--- config.mk ---
export PLATFORM = sky130hd
export DESIGN_NAME = speed_test_driver_flat
export DESIGN_NICKNAME = d
export VERILOG_FILES = /design/src/rtl/speed_test_pkg.sv /design/src/rtl/speed_test_if.sv /design/src/rtl/speed_test_check.sv /design/src/rtl/speed_test_driver.sv /design/src/flat_wrapper.sv
export SDC_FILE = /design/constraint.sdc
export NUM_CORES = 1
export LEC_CHECK = 0
export ABC_AREA = 1
export BUFFER_PORTS_ARGS = -buffer_cell sky130_fd_sc_hd__buf_2
export CORE_MARGIN = 2
export CORE_UTILIZATION = 50
export DETAILED_ROUTE_END_ITERATION = 16
export PLACE_DENSITY = 0.75
export SLEW_MARGIN = 10
export SYNTH_ARGS = -nofsm -noshare
export SYNTH_HDL_FRONTEND = slang
export SYNTH_SLANG_ARGS = --single-unit
--- constraint.sdc ---
create_clock -name clk -period 2.5 [get_ports clk]
set_input_delay 0.5 -clock clk [delete_from_list [all_inputs] [get_ports clk]]
set_output_delay 0.5 -clock clk [all_outputs]
set_load 0.03 [all_outputs]
--- src/rtl/speed_test_pkg.sv ---
// Shared constants, FSM encoding and the payload mangle rule for the speed_test
// driver/client pair; benches import expected() so both sides agree on one rule.
package speed_test_pkg;

    localparam int HDR_LEN     = 8;
    localparam int MAX_PAYLOAD = 1472;
    localparam int LEN_TAIL    = 9;

    typedef enum logic [1:0] {
        IDLE,
        HDR,
        PAY,
        GAP
    } st_t;

    // Client response to payload byte b at packet index idx (index wraps at 256)
    function automatic logic [7:0] expected(input logic [7:0]  b,
                                            input logic [10:0] idx,
                                            input logic        nomangle);
        return b ^ (idx[7:0] & {8{~nomangle}});
    endfunction

    function automatic logic [10:0] clamp_len(input logic [10:0] len);
        if (len == 11'd0)
            return 11'd1;
        if (len > 11'(MAX_PAYLOAD))
            return 11'(MAX_PAYLOAD);
        return len;
    endfunction

endpackage

--- src/rtl/speed_test_if.sv ---
// RTEFI client bus: the driver owns len_c/idata/raw_l/raw_s, the client returns odata.
interface speed_test_if;

    logic [10:0] len_c;
    logic [7:0]  idata;
    logic        raw_l;
    logic        raw_s;
    logic [7:0]  odata;

    modport master (
        output len_c,
        output idata,
        output raw_l,
        output raw_s,
        input  odata
    );

    modport slave (
        input  len_c,
        input  idata,
        input  raw_l,
        input  raw_s,
        output odata
    );

endinterface

--- src/rtl/speed_test_check.sv ---
// Delays each expected payload byte by n_lat cycles, compares it with the client's
// odata and keeps the run's saturating error count and first failing index.
module speed_test_check
    import speed_test_pkg::*;
#(
    parameter int n_lat = 2
) (
    input  logic        clk,
    input  logic        rst_n,
    input  logic        clear,
    input  logic        push,
    input  logic [7:0]  exp,
    input  logic [10:0] idx,
    input  logic [7:0]  odata,
    output logic        mis,
    output logic [15:0] err_count,
    output logic [10:0] first_err
);

    logic        vld_p [n_lat];
    logic [7:0]  exp_p [n_lat];
    logic [10:0] idx_p [n_lat];

    function automatic logic [15:0] sat_inc(input logic [15:0] v);
        return (v == 16'hFFFF) ? v : v + 16'd1;
    endfunction

    // Stage boundary: only the valid flags are flushed, the data rides along
    always_ff @(posedge clk) begin
        if (!rst_n) begin
            for (int k = 0; k < n_lat; k++)
                vld_p[k] <= 1'b0;
        end else begin
            vld_p[0] <= push;
            for (int k = 1; k < n_lat; k++)
                vld_p[k] <= vld_p[k-1];
        end
    end

    always_ff @(posedge clk) begin
        exp_p[0] <= exp;
        idx_p[0] <= idx;
        for (int k = 1; k < n_lat; k++) begin
            exp_p[k] <= exp_p[k-1];
            idx_p[k] <= idx_p[k-1];
        end
    end

    assign mis = vld_p[n_lat-1] && (odata != exp_p[n_lat-1]);

    // Output stage: a zero count means this is the run's first mismatch
    always_ff @(posedge clk) begin
        if (!rst_n || clear) begin
            err_count <= 16'd0;
            first_err <= 11'd0;
        end else if (mis) begin
            err_count <= sat_inc(err_count);
            if (err_count == 16'd0)
                first_err <= idx_p[n_lat-1];
        end
    end

endmodule

--- src/rtl/speed_test_driver.sv ---
// RTEFI-side stimulus master: plays header/payload/gap packets into a client and
// checks the returned payload through speed_test_check.
module speed_test_driver
    import speed_test_pkg::*;
#(
    parameter int n_lat = 2,
    parameter int gap   = 4
) (
    input  logic                clk,
    input  logic                rst_n,
    input  logic                start,
    input  logic [15:0]         n_pkt,
    input  logic [10:0]         pkt_len,
    input  logic [7:0]          seed,
    input  logic                nomangle,
    speed_test_if.master        bus,
    output logic                busy,
    output logic                done,
    output logic                pass,
    output logic [15:0]         err_count,
    output logic [10:0]         first_err
);

    // The gap must also cover the client latency so every byte is checked in-packet
    localparam int          GAP_CYC  = (gap > n_lat) ? gap : n_lat;
    localparam logic [10:0] GAP_LAST = 11'(GAP_CYC - 1);
    localparam logic [10:0] HDR_LAST = 11'(HDR_LEN - 1);
    localparam logic [10:0] HDR_L11  = 11'(HDR_LEN);

    st_t         state, state_nx;
    logic [10:0] cnt, cnt_nx;
    logic [15:0] pkt_left, pkt_left_nx;
    logic [10:0] len_lat, len_lat_nx;
    logic [7:0]  seed_lat, seed_lat_nx;

    logic [10:0] len_c_q, len_c_nx;
    logic [7:0]  idata_q, idata_nx;
    logic        raw_l_q, raw_l_nx;
    logic        raw_s_q, raw_s_nx;
    logic        busy_nx, done_nx, pass_nx;
    logic        accept;
    logic        mis;

    always_comb begin
        state_nx    = state;
        cnt_nx      = cnt;
        pkt_left_nx = pkt_left;
        len_lat_nx  = len_lat;
        seed_lat_nx = seed_lat;
        len_c_nx    = 11'd0;
        idata_nx    = 8'd0;
        raw_l_nx    = 1'b0;
        raw_s_nx    = 1'b0;
        busy_nx     = busy;
        done_nx     = 1'b0;
        pass_nx     = pass;
        accept      = 1'b0;

        case (state)
            IDLE: begin
                // done is high on the first IDLE cycle, so a start there is dropped
                if (start && !done) begin
                    accept      = 1'b1;
                    state_nx    = HDR;
                    cnt_nx      = 11'd0;
                    pkt_left_nx = (n_pkt == 16'd0) ? 16'd1 : n_pkt;
                    len_lat_nx  = clamp_len(pkt_len);
                    seed_lat_nx = seed;
                    busy_nx     = 1'b1;
                    pass_nx     = 1'b0;
                    raw_l_nx    = 1'b1;
                    len_c_nx    = clamp_len(pkt_len) + HDR_L11;
                end
            end

            HDR: begin
                raw_l_nx = 1'b1;
                len_c_nx = len_lat + HDR_L11;
                cnt_nx   = cnt + 11'd1;
                if (cnt == HDR_LAST) begin
                    state_nx = PAY;
                    cnt_nx   = 11'd0;
                    raw_s_nx = 1'b1;
                    idata_nx = seed_lat;
                end
            end

            PAY: begin
                if (cnt == len_lat - 11'd1) begin
                    state_nx = GAP;
                    cnt_nx   = 11'd0;
                end else begin
                    cnt_nx   = cnt + 11'd1;
                    raw_l_nx = 1'b1;
                    raw_s_nx = 1'b1;
                    idata_nx = seed_lat + cnt_nx[7:0];
                    len_c_nx = len_lat + HDR_L11 - cnt_nx;
                end
            end

            GAP: begin
                cnt_nx = cnt + 11'd1;
                if (cnt == GAP_LAST) begin
                    cnt_nx      = 11'd0;
                    pkt_left_nx = pkt_left - 16'd1;
                    if (pkt_left == 16'd1) begin
                        state_nx = IDLE;
                        busy_nx  = 1'b0;
                        done_nx  = 1'b1;
                        // Include a mismatch being flagged on this very cycle
                        pass_nx  = (err_count == 16'd0) && !mis;
                    end else begin
                        state_nx = HDR;
                        raw_l_nx = 1'b1;
                        len_c_nx = len_lat + HDR_L11;
                    end
                end
            end

            default: state_nx = IDLE;
        endcase
    end

    always_ff @(posedge clk) begin
        if (!rst_n) begin
            state    <= IDLE;
            cnt      <= 11'd0;
            pkt_left <= 16'd0;
            len_c_q  <= 11'd0;
            idata_q  <= 8'd0;
            raw_l_q  <= 1'b0;
            raw_s_q  <= 1'b0;
            busy     <= 1'b0;
            done     <= 1'b0;
            pass     <= 1'b0;
        end else begin
            state    <= state_nx;
            cnt      <= cnt_nx;
            pkt_left <= pkt_left_nx;
            len_c_q  <= len_c_nx;
            idata_q  <= idata_nx;
            raw_l_q  <= raw_l_nx;
            raw_s_q  <= raw_s_nx;
            busy     <= busy_nx;
            done     <= done_nx;
            pass     <= pass_nx;
        end
    end

    // Run configuration is only meaningful once a start has been accepted
    always_ff @(posedge clk) begin
        len_lat  <= len_lat_nx;
        seed_lat <= seed_lat_nx;
    end

    assign bus.len_c = len_c_q;
    assign bus.idata = idata_q;
    assign bus.raw_l = raw_l_q;
    assign bus.raw_s = raw_s_q;

    speed_test_check #(
        .n_lat (n_lat)
    ) u_check (
        .clk       (clk),
        .rst_n     (rst_n),
        .clear     (accept),
        .push      (raw_s_q),
        .exp       (expected(idata_q, cnt, nomangle)),
        .idx       (cnt),
        .odata     (bus.odata),
        .mis       (mis),
        .err_count (err_count),
        .first_err (first_err)
    );

endmodule

--- src/flat_wrapper.sv ---
// flat-port wrapper written by rule: the top's interface ports become plain ports
module speed_test_driver_flat import speed_test_pkg::*;
#(
    parameter int n_lat = 2,
    parameter int gap   = 4
)
  (clk, rst_n, start, n_pkt, pkt_len, seed, nomangle, busy, done, pass, err_count, first_err, bus_len_c, bus_idata, bus_raw_l, bus_raw_s, bus_odata);
  speed_test_if bus_i ();
  input  logic clk;
  input  logic rst_n;
  input  logic start;
  input  logic [15:0] n_pkt;
  input  logic [10:0] pkt_len;
  input  logic [7:0] seed;
  input  logic nomangle;
  output logic busy;
  output logic done;
  output logic pass;
  output logic [15:0] err_count;
  output logic [10:0] first_err;
  output wire logic [$bits(bus_i.len_c)-1:0] bus_len_c;
  output wire logic [$bits(bus_i.idata)-1:0] bus_idata;
  output wire logic [$bits(bus_i.raw_l)-1:0] bus_raw_l;
  output wire logic [$bits(bus_i.raw_s)-1:0] bus_raw_s;
  input wire logic [$bits(bus_i.odata)-1:0] bus_odata;
  assign bus_len_c = bus_i.len_c;
  assign bus_idata = bus_i.idata;
  assign bus_raw_l = bus_i.raw_l;
  assign bus_raw_s = bus_i.raw_s;
  assign bus_i.odata = bus_odata;
  speed_test_driver #(.n_lat(n_lat), .gap(gap)) u_core (.clk(clk), .rst_n(rst_n), .start(start), .n_pkt(n_pkt), .pkt_len(pkt_len), .seed(seed), .nomangle(nomangle), .bus(bus_i), .busy(busy), .done(done), .pass(pass), .err_count(err_count), .first_err(first_err));
endmodule
==> flow_summary.json, run 1 <==
{
  "status": "completed",
  "hold_viol_final": 0,
  "seq_power_share_pct": 32.3,
  "die_area_mm2": 0.0161,
  "clk_path_buf_depth": 2,
  "place_congestion": 0.949,
  "synthesis.area_mm2": 0.00755,
  "critPathTopFamily": "simple AND/OR/NAND/NOR gates",
  "std_cell_rows": 44,
  "root_buffer": "clkbuf_16",
  "setup.worst_path.end_class": "flip-flop",
  "cts_tree": "built",
  "nFillCells": 1280,
  "cellLeakagePower_nw": 4.19,
  "swShare_pct": 39.7,
  "min_path_type": "in -> reg",
  "fin_crit_ns": 2.44,
  "period_share_pct": 97.6,
  "wl_um": 19700,
  "tightest_slew_ns": 0.546,
  "setup_viol": 0,
  "die-width_um": 127,
  "diodes": 0,
  "syn_nets": 1126,
  "cp_slowest_cell": "dfxtp_4",
  "syn_inst": 1045,
  "drc": 0,
  "synthFlopType": "dfxtp_1",
  "slew_viol_final": 0,
  "layout-drive-gt1-share_pct": 20.0,
  "synth-xor-area-share_pct": 5.52,
  "synth_edf_count": 19,
  "grt_pass1_vias": 6602,
  "r2r_setup_slack_ns": 0.06,
  "numPortBuffers": 97,
  "skew_ns": 0.00722,
  "grt_use_total_pct": 24.5,
  "cp-endpoint": "u_core.bus.len_c[10]",
  "ys_types": 49,
  "max_freq_mhz": 410,
  "die_y_um": 127,
  "cts_max_level": 4,
  "numClockSinks": 139,
  "crit_cells": 19,
  "yosys.area.top_type_share_pct": 31.8,
  "min_from": "seed[6]",
  "start_util_pct": 51.5,
  "synth.area.top_cells": "dfxtp_1 32%, nand2_1 12%, edfxtp_1 7.6%",
  "syn_avg_cell_area_um2": 7.22,
  "area_delta_synth_final_pct": 22.6,
  "cpMostUsedCell": "nand2_1",
  "worst_skew_pair.late_latency_ns": 0.43,
  "r2r_cells": 19,
  "final_nets": 1256,
  "critPathKind": "reg -> reg",
  "grt.overflow.total": 0,
  "grt_max_degree": 36,
  "clock_power_share_pct": 28.9,
  "ioPinCount": 98,
  "synth_seq_cells": 139,
  "timing.rr.end": "u_core.bus.len_c[10]",
  "viasPerCell": 5.28,
  "first_pass_iters": 6,
  "synth-simple-area-share_pct": 29.8,
  "worst_r2r_startpoint": "u_core.cnt[0]",
  "cp-start-kind": "flip-flop",
  "cts_buffers": 17,
  "hpwl_um": 14200,
  "yosys.area.top_type": "dfxtp_1",
  "crit_path_max_incr_delay_ns": 0.39,
  "layout_common_cells": "236 x nand2_1, 128 x inv_1, 115 x dfxtp_1, 100 x nor2_1, 97 x buf_2",
  "startpoint": "u_core.cnt[0]",
  "crit_fanout": 6,
  "switchingPower_mw": 3.50,
  "drtAntennaViolNets": 0,
  "num_vias": 7247,
  "slew_headroom_pct": 63.6,
  "post-route-util_pct": 63.2,
  "grt_pass1_wl_um": 31800,
  "rsz0062_at_grt": "yes",
  "ir_drop_v": 0.000507,
  "dp.cells": 1334,
  "power_mw": 8.82,
  "cap_viol_max_count": 0,
  "clk_pin_slew_worst_paths_ns": 0.06,
  "avgRoutedWirePerCell_um": 14.3,
  "crit_chain": "ha_4 > nand2_2 > nor2_4 > nand3_2 > xor2_1 > inv_1 > ha_4 > nand2_1 > a21oi_1 > nor2_2 > nand3_2 > inv_1 > nand3_1 > nand2_1 > inv_1 > nand3_1 > nand2_1 > nand2_1 > a21oi_1",
  "cp.arrival_ns": 2.80,
  "core_area_mm2": 0.0146,
  "crit_buf_inv": 3,
  "power.share.combinational_pct": 38.8,
  "muxShareOfSynthArea_pct": 0,
  "ys_warn_count": 0,
  "synth_compound_area_share_pct": 11.0,
  "antenna_found_initial": 0,
  "drtIter0Drc": 534,
  "synth_top_family_by_area": "simple AND/OR/NAND/NOR gates",
  "synthAdderAreaFrac_pct": 5.83,
  "final_cell_count_no_fill": 1372,
  "layout_commonest_cell": "nand2_1",
  "async_reset_ff_share_pct": 0,
  "ys_seq_area_share_pct": 39.4,
  "cp.required_ns": 2.86,
  "powerDensity_mw_per_mm2": 953,
  "p_int_mw": 5.32
}
Yosys cell counts (2+ instances only):
library cell	n
nand2_1	245
inv_1	132
dfxtp_1	120
nor2_1	110
nand3_1	80
a21oi_1	77
o21ai_0	49
ha_1	32
xor2_1	27
nand4_1	20
edfxtp_1	19
xnor2_1	18
nor3_1	16
nor4_1	11
clkbuf_1	10
nor2_2	8
buf_2	6
a211oi_1	5
nand3b_1	5
a31oi_1	4
buf_1	4
o21bai_1	4
or2_1	4
a21o_1	3
buf_4	3
or2_2	3
buf_6	2
fa_1	2
nand2_2	2
nand2_4	2
o211ai_1	2
o21ai_1	2
o22ai_1	2
final cells by class:
class	count	area [um^2]	share of cell area, %
Multi-Input combinational cell	746	4150	44.8
Sequential cell	139	2990	32.3
Timing Repair Buffer	137	786	8.49
Inverter	134	503	5.43
Clock buffer	18	439	4.74
Tap cell	184	230	2.49
Clock inverter	14	161	1.74
through the flow:
| stage | setup TNS [ns] | hold slack (ns) | instance area [um^2] | setup slack [ns] |
|---|---|---|---|---|
| global route | -0.261 | 0.240 | 9260 | -0.146 |
| detailed placement | -0.0203 | 0.312 | 8390 | -0.0203 |
| global placement | 0 | 0.311 | 8390 | 0.0571 |
| floorplan | 0 | 0.310 | 7550 | 0.170 |
| finish | 0 | 0.247 | 9260 | 0.0593 |
| CTS | 0 | 0.233 | 8990 | 0.0119 |
logic make-up (layout without fill, tap and decap cells):
logic type	count (synthesis)	count (layout)
AND/OR/NAND/NOR	513	513
buffers and inverters	160	303
AO/OA/AOI/OAI	153	153
flip-flops	139	139
XOR/XNOR	46	46
adder cells (fa/ha/maj)	34	34
how the worst min path moves through the flow:
stage          slack, ns                          end  cells after the start
3_3_place_gp        0.31  u_core.u_check.exp_p[0][11]                      0
3_5_place_dp        0.31  u_core.u_check.exp_p[0][12]                      0
5_1_grt             0.24           u_core.seed_lat[6]                      1
2_1_floorplan       0.31  u_core.u_check.exp_p[0][10]                      0
6_report            0.25           u_core.seed_lat[6]                      1
4_1_cts             0.23           u_core.seed_lat[6]                      1
per-layer routing:
| metal | vias to the layer above | global-route usage [%] | share of wire (%) |
|---|---|---|---|
| met2 | 304 | 38.8 | 46 |
| met5 | - | 0 | 0 |
| met3 | 52 | 4.43 | 7.3 |
| met4 | 0 | 11.1 | 3.2 |
| li1 | 3666 | - | - |
| met1 | 3225 | 32.8 | 44 |
flip-flops by register name, indices dropped and copies added (netlist names):
| name | cells |
|---|---|
| u_core.u_check.first_err | 11 |
| u_core.busy | 1 |
| u_core.pkt_left | 16 |
| u_core.u_check.vld_p | 2 |
| u_core.bus.raw_l | 1 |
| u_core.bus.idata | 8 |
| u_core.pass | 1 |
| u_core.len_lat | 11 |
| u_core.bus.len_c | 11 |
| u_core.u_check.err_count | 16 |
| u_core.state | 2 |
| u_core.u_check.idx_p | 22 |
| u_core.u_check.exp_p | 16 |
| u_core.done | 1 |
| u_core.bus.raw_s | 1 |
| u_core.seed_lat | 8 |
| u_core.cnt | 11 |
power groups by stage:
stage,sequential [mW],clock (mW),combinational [mW]
2_1_floorplan,2.96,0,2.25
3_3_place_gp,2.87,0,3.16
3_5_place_dp,2.87,0,3.18
4_1_cts,2.83,2.58,3.21
5_1_grt,2.88,2.69,3.81
6_report,2.85,2.55,3.42
timing repair:
| action | CTS | global route |
|---|---|---|
| gates resized for setup | 2 | 62 |
| setup buffers | 0 | 6 |
| hold buffers | 0 | 0 |
| setup endpoints to repair | 2 | 10 |
| pin swaps | 0 | 13 |
Power figures use the tool's default switching activity.
==> inputs of run 2 (changes only) <==
Settings changed: CORE_UTILIZATION 50 to 53, PLACE_DENSITY 0.75 to 0.79.
==> run 2 against run 1 <==
Critical path depth shrank 5. Sequential power barely moved. Sequential cell count stayed put. Non-clock buffer count increased by 1. First-iteration DRC count rose by 8.4%. Clock power about the same. Setup slack got worse by 0.015 ns. Via count up 1.3%. Cell count fell by 0.22%. Register-to-register slack about the same.
==> flow_summary.json, run 2 (synthesis gave the netlist of run 1 again) <==
{
  "antenna_found_initial": 0,
  "clock_power_share_pct": 28.7,
  "grt.overflow.total": 0,
  "hold_buffers": 0,
  "numPortBuffers": 97,
  "power.share.combinational_pct": 39.0,
  "status": "completed",
  "min_path_type": "in -> reg",
  "place_congestion": 0.979,
  "wl_um": 19700,
  "first_pass_iters": 5,
  "drc": 0,
  "cp-start-kind": "flip-flop",
  "skew_ns": 0.00815,
  "slew_viol_final": 0,
  "hpwl_um": 14100,
  "grt_use_total_pct": 25.8,
  "rsz0062_at_grt": "yes",
  "viasPerCell": 5.36,
  "layout-drive-gt1-share_pct": 20.2,
  "critPathKind": "reg -> reg",
  "ir_drop_v": 0.000635,
  "core_area_mm2": 0.0139,
  "cts_tree": "built",
  "drtIter0Drc": 579,
  "post-route-util_pct": 67.0,
  "final_nets": 1257,
  "post-place-ws_ns": 0.0324,
  "layout_common_cells": "238 x nand2_1, 128 x inv_1, 114 x dfxtp_1, 104 x nor2_1, 97 x buf_2",
  "die-width_um": 123,
  "r2r_setup_slack_ns": 0.04,
  "layout_commonest_cell": "nand2_1",
  "worst_skew_pair.late_latency_ns": 0.42,
  "clk_path_buf_depth": 2,
  "power_mw": 8.83,
  "cts_buffers": 17,
  "die_area_mm2": 0.0152,
  "final_cell_count_no_fill": 1369,
  "start_util_pct": 54.4,
  "powerDensity_mw_per_mm2": 950,
  "clk_pin_slew_worst_paths_ns": 0.06,
  "drtAntennaViolNets": 0,
  "seq_power_share_pct": 32.3,
  "cellLeakagePower_nw": 4.22,
  "avgRoutedWirePerCell_um": 14.4,
  "cp.required_ns": 2.85,
  "num_vias": 7342,
  "max_freq_mhz": 407,
  "dp.cells": 1334,
  "regMostFlops": "u_core.u_check.idx_p",
  "diodes": 0,
  "cap_viol_max_count": 0,
  "die_y_um": 123,
  "ioPinCount": 98,
  "grt_max_degree": 26,
  "tightest_slew_ns": 0.616,
  "grt_pass1_wl_um": 30800,
  "grt_pass1_vias": 6496,
  "switchingPower_mw": 3.50,
  "swShare_pct": 39.6,
  "fin_crit_ns": 2.46,
  "p_int_mw": 5.33,
  "std_cell_rows": 43,
  "root_buffer": "clkbuf_16",
  "hold_viol_final": 0,
  "setup_ws_ns": 0.0447,
  "setup_viol": 0,
  "crit_fanout": 6,
  "largest_reg_flops": 22,
  "cp.arrival_ns": 2.81,
  "numClockSinks": 139,
  "slew_headroom_pct": 59.0,
  "setup.worst_path.end_class": "flip-flop",
  "period_share_pct": 98.2,
  "cts_max_level": 4,
  "whs_ns": 0.246,
  "area_delta_synth_final_pct": 23.2
}
[run 2: final cells by class]
class	count	area, um^2
Clock inverter	12	124
Tap cell	180	225
Sequential cell	139	2980
Inverter	134	503
Fill cell	1137	4580
Clock buffer	20	478
Multi-Input combinational cell	746	4190
Timing Repair Buffer	138	793
[run 2: power by group through the flow]
stage	registers, mW	clock network (mW)	logic [mW]
global route	2.88	2.67	3.84
finish	2.85	2.54	3.44
CTS	2.84	2.56	3.21
global placement	2.88	0	3.14
detailed placement	2.88	0	3.17
floorplan	2.96	0	2.25
[run 2: critical path, stage by stage (launching register included)]
cell,delay (ns)
dfxtp_2,0.32
buf_4,0.15
inv_1,0.15
o21ai_0,0.12
nand2_1,0.18
inv_1,0.10
ha_1,0.38
nand2_1,0.06
o21ai_0,0.24
nand2_1,0.11
nand2_1,0.10
a21oi_2,0.06
xnor2_1,0.17
nand3_1,0.10
a21oi_1,0.14
[run 2: repair_timing]
action	in CTS	in global routing
gates resized for setup	0	60
endpoints found under the setup margin	0	20
buffers inserted	0	3
[run 2: final timing paths]
check / startpoint / endpoint / cells after the start
worst min-delay path: seed[0] / u_core.seed_lat[0] / 1
worst min register to register: u_core.u_check.idx_p[0][6] / u_core.u_check.idx_p[1][6] / 0
worst max-delay path: u_core.cnt[2] / u_core.bus.idata[6] / 14
worst max register to register: u_core.cnt[2] / u_core.bus.idata[6] / 14
[run 2: per-stage QoR]
| step | setup TNS (ns) | instance area, um^2 |
|---|---|---|
| after floorplan | 0 | 7550 |
| after global placement | 0 | 8410 |
| after detailed placement | 0 | 8410 |
| after CTS | 0 | 9010 |
| after global routing | -0.178 | 9300 |
| final | 0 | 9300 |
[run 2: per-layer routing]
metal | track usage, % | wire [um]
met5 | 0 | 0
met4 | 11.7 | 603
met3 | 4.66 | 1230
met2 | 42.5 | 9450
met1 | 32.9 | 8410
==> inputs of run 3 (changes only) <==
Settings changed: BUFFER_PORTS_ARGS -buffer_cell sky130_fd_sc_hd__buf_2 to not set, CORE_UTILIZATION 53 to 40, DONT_BUFFER_PORTS set to 1, PLACE_DENSITY 0.79 to 0.58.
==> run 3 against run 2 <==
Sequential cell count stayed put. Total power fell by 1.5%. Critical path depth rose by 1. Sequential power grew 5%. Clock power hardly changed. Setup slack worse by 0.014 ns. Critical path type unchanged. Design area is 4.0% lower. Global-route usage down 5.5 points. Combinational power shrank 8.7%. Wire length is 1.6% higher. Die area grew 31%. Largest power group unchanged.
==> flow_summary.json, run 3 (synthesis gave the netlist of run 1 again) <==
{
  "clk_pin_slew_worst_paths_ns": 0.07,
  "grt_max_degree": 26,
  "setup_ws_ns": 0.0308,
  "final_cell_count_no_fill": 1340,
  "cap_viol_max_count": 0,
  "final_nets": 1174,
  "period_share_pct": 98.8,
  "clk_path_buf_depth": 2,
  "dp.cells": 1305,
  "first_pass_iters": 5,
  "grt_pass1_wl_um": 31900,
  "setup_viol": 0,
  "cts_tree": "built",
  "viasPerCell": 5.02,
  "timing.rr.end": "u_core.bus.len_c[9]",
  "ioPinCount": 98,
  "drtIter0Drc": 317,
  "die_area_mm2": 0.0200,
  "hold_buffers": 0,
  "cts_max_level": 4,
  "worst_r2r_startpoint": "u_core.len_lat[4]",
  "wl_um": 20000,
  "powerDensity_mw_per_mm2": 975,
  "r2r_setup_slack_ns": 0.03,
  "die_y_um": 141,
  "rsz0062_at_grt": "yes",
  "die-width_um": 141,
  "slew_viol_final": 0,
  "root_buffer": "clkbuf_16",
  "setup.worst_path.end_class": "flip-flop",
  "numPortBuffers": 0,
  "fin_crit_ns": 2.47,
  "critPathKind": "reg -> reg",
  "cp-endpoint": "u_core.bus.len_c[9]",
  "slew_headroom_pct": 43.4,
  "regMostFlops": "u_core.u_check.idx_p",
  "hold_viol_final": 0,
  "layout-drive-gt1-share_pct": 13.7,
  "drc": 0,
  "ir_drop_v": 0.000518,
  "place_congestion": 0.961,
  "grt_pass1_vias": 6268,
  "start_util_pct": 40.6,
  "cp.arrival_ns": 2.82,
  "crit_fanout": 3,
  "numClockSinks": 139,
  "layout_commonest_cell": "nand2_1",
  "cellLeakagePower_nw": 3.82,
  "skew_ns": 0.0175,
  "worst_skew_pair.late_latency_ns": 0.43,
  "tightest_slew_ns": 0.845,
  "r2r_cells": 15,
  "std_cell_rows": 50,
  "post-place-ws_ns": -0.0161,
  "min_path_type": "in -> reg",
  "grt.overflow.total": 0,
  "grt_use_total_pct": 20.3,
  "antenna_found_initial": 0,
  "diodes": 0,
  "startpoint": "u_core.len_lat[4]",
  "layout_common_cells": "239 x nand2_1, 130 x inv_1, 114 x dfxtp_1, 103 x nor2_1, 76 x nand3_1",
  "core_area_mm2": 0.0186,
  "cp-start-kind": "flip-flop",
  "hpwl_um": 15100,
  "status": "completed",
  "avgRoutedWirePerCell_um": 14.9,
  "drtAntennaViolNets": 0,
  "num_vias": 6725,
  "cts_buffers": 17,
  "max_freq_mhz": 405,
  "area_delta_synth_final_pct": 18.2,
  "largest_reg_flops": 22,
  "cp.required_ns": 2.85
}
==> run 3: area by class of cell <==
type | count | area, um^2
timing repair buffer | 55 | 413
clock inverter | 15 | 166
inverter | 134 | 503
sequential | 139 | 2980
fill | 1829 | 9660
clock buffer | 17 | 425
tap | 234 | 293
multi-input combinational | 746 | 4140
==> run 3: worst max-delay path: stages, from the launching register on <==
cell,delay (ns)
edfxtp_1,0.45
buf_4,0.17
inv_1,0.09
ha_1,0.28
ha_1,0.33
inv_1,0.09
o21bai_1,0.12
o21ai_0,0.27
nand3_1,0.11
nand2_1,0.07
nand2_1,0.05
inv_1,0.05
nand3_1,0.07
nand2_1,0.07
nand2_1,0.05
a21oi_1,0.13
==> run 3: stage by stage <==
stage	setup TNS [ns]	instance area (um^2)	power (mW)	utilization, %	hold slack, ns
2_1_floorplan	0	7550	5.21	-	0.310
3_5_place_dp	-0.0161	8100	6.05	43.6	0.312
6_report	0	8920	8.70	48.0	0.160
4_1_cts	0	8690	8.63	46.8	0.148
5_1_grt	-0.162	8920	9.31	48.0	0.141
3_3_place_gp	0	8100	6.06	43.6	0.310
==> run 3: worst min path at each step <==
| stage | startpoint | end | slack, ns | cells after the start |
|---|---|---|---|---|
| floorplan | u_core.u_check.exp_p[0][2] | u_core.u_check.exp_p[0][10] | 0.31 | 0 |
| global placement | u_core.u_check.exp_p[0][4] | u_core.u_check.exp_p[0][12] | 0.31 | 0 |
| detailed placement | u_core.u_check.idx_p[0][6] | u_core.u_check.idx_p[1][6] | 0.31 | 0 |
| CTS | pkt_len[10] | u_core.len_lat[10] | 0.15 | 0 |
| global route | pkt_len[10] | u_core.len_lat[10] | 0.14 | 0 |
| finish | seed[1] | u_core.seed_lat[1] | 0.16 | 0 |
==> run 3: repair_timing <==
item / CTS / global route
buffers inserted: 0 / 3
gates resized for setup: 1 / 51
gates cloned: 0 / 0
pin swaps: 0 / 10
endpoints found under the setup margin: 2 / 18
==> run 3: report_power, final <==
| group | switching [mW] | internal [mW] | leakage [nW] | total [mW] |
|---|---|---|---|---|
| registers | 0.398 | 2.60 | 1.16 | 3.00 |
| clock network | 1.14 | 1.43 | 0.296 | 2.57 |
| logic | 1.99 | 1.14 | 2.37 | 3.14 |
==> run 3: per-layer routing <==
layer	routed length [um]	global-route usage, %	vias up	part of all wire (%)
li1	-	-	3495	-
met1	9290	26.6	3043	46
met2	9260	33.2	165	46
met3	1120	5.13	22	5.6
met4	322	6.16	0	1.6
met5	0	0	-	0
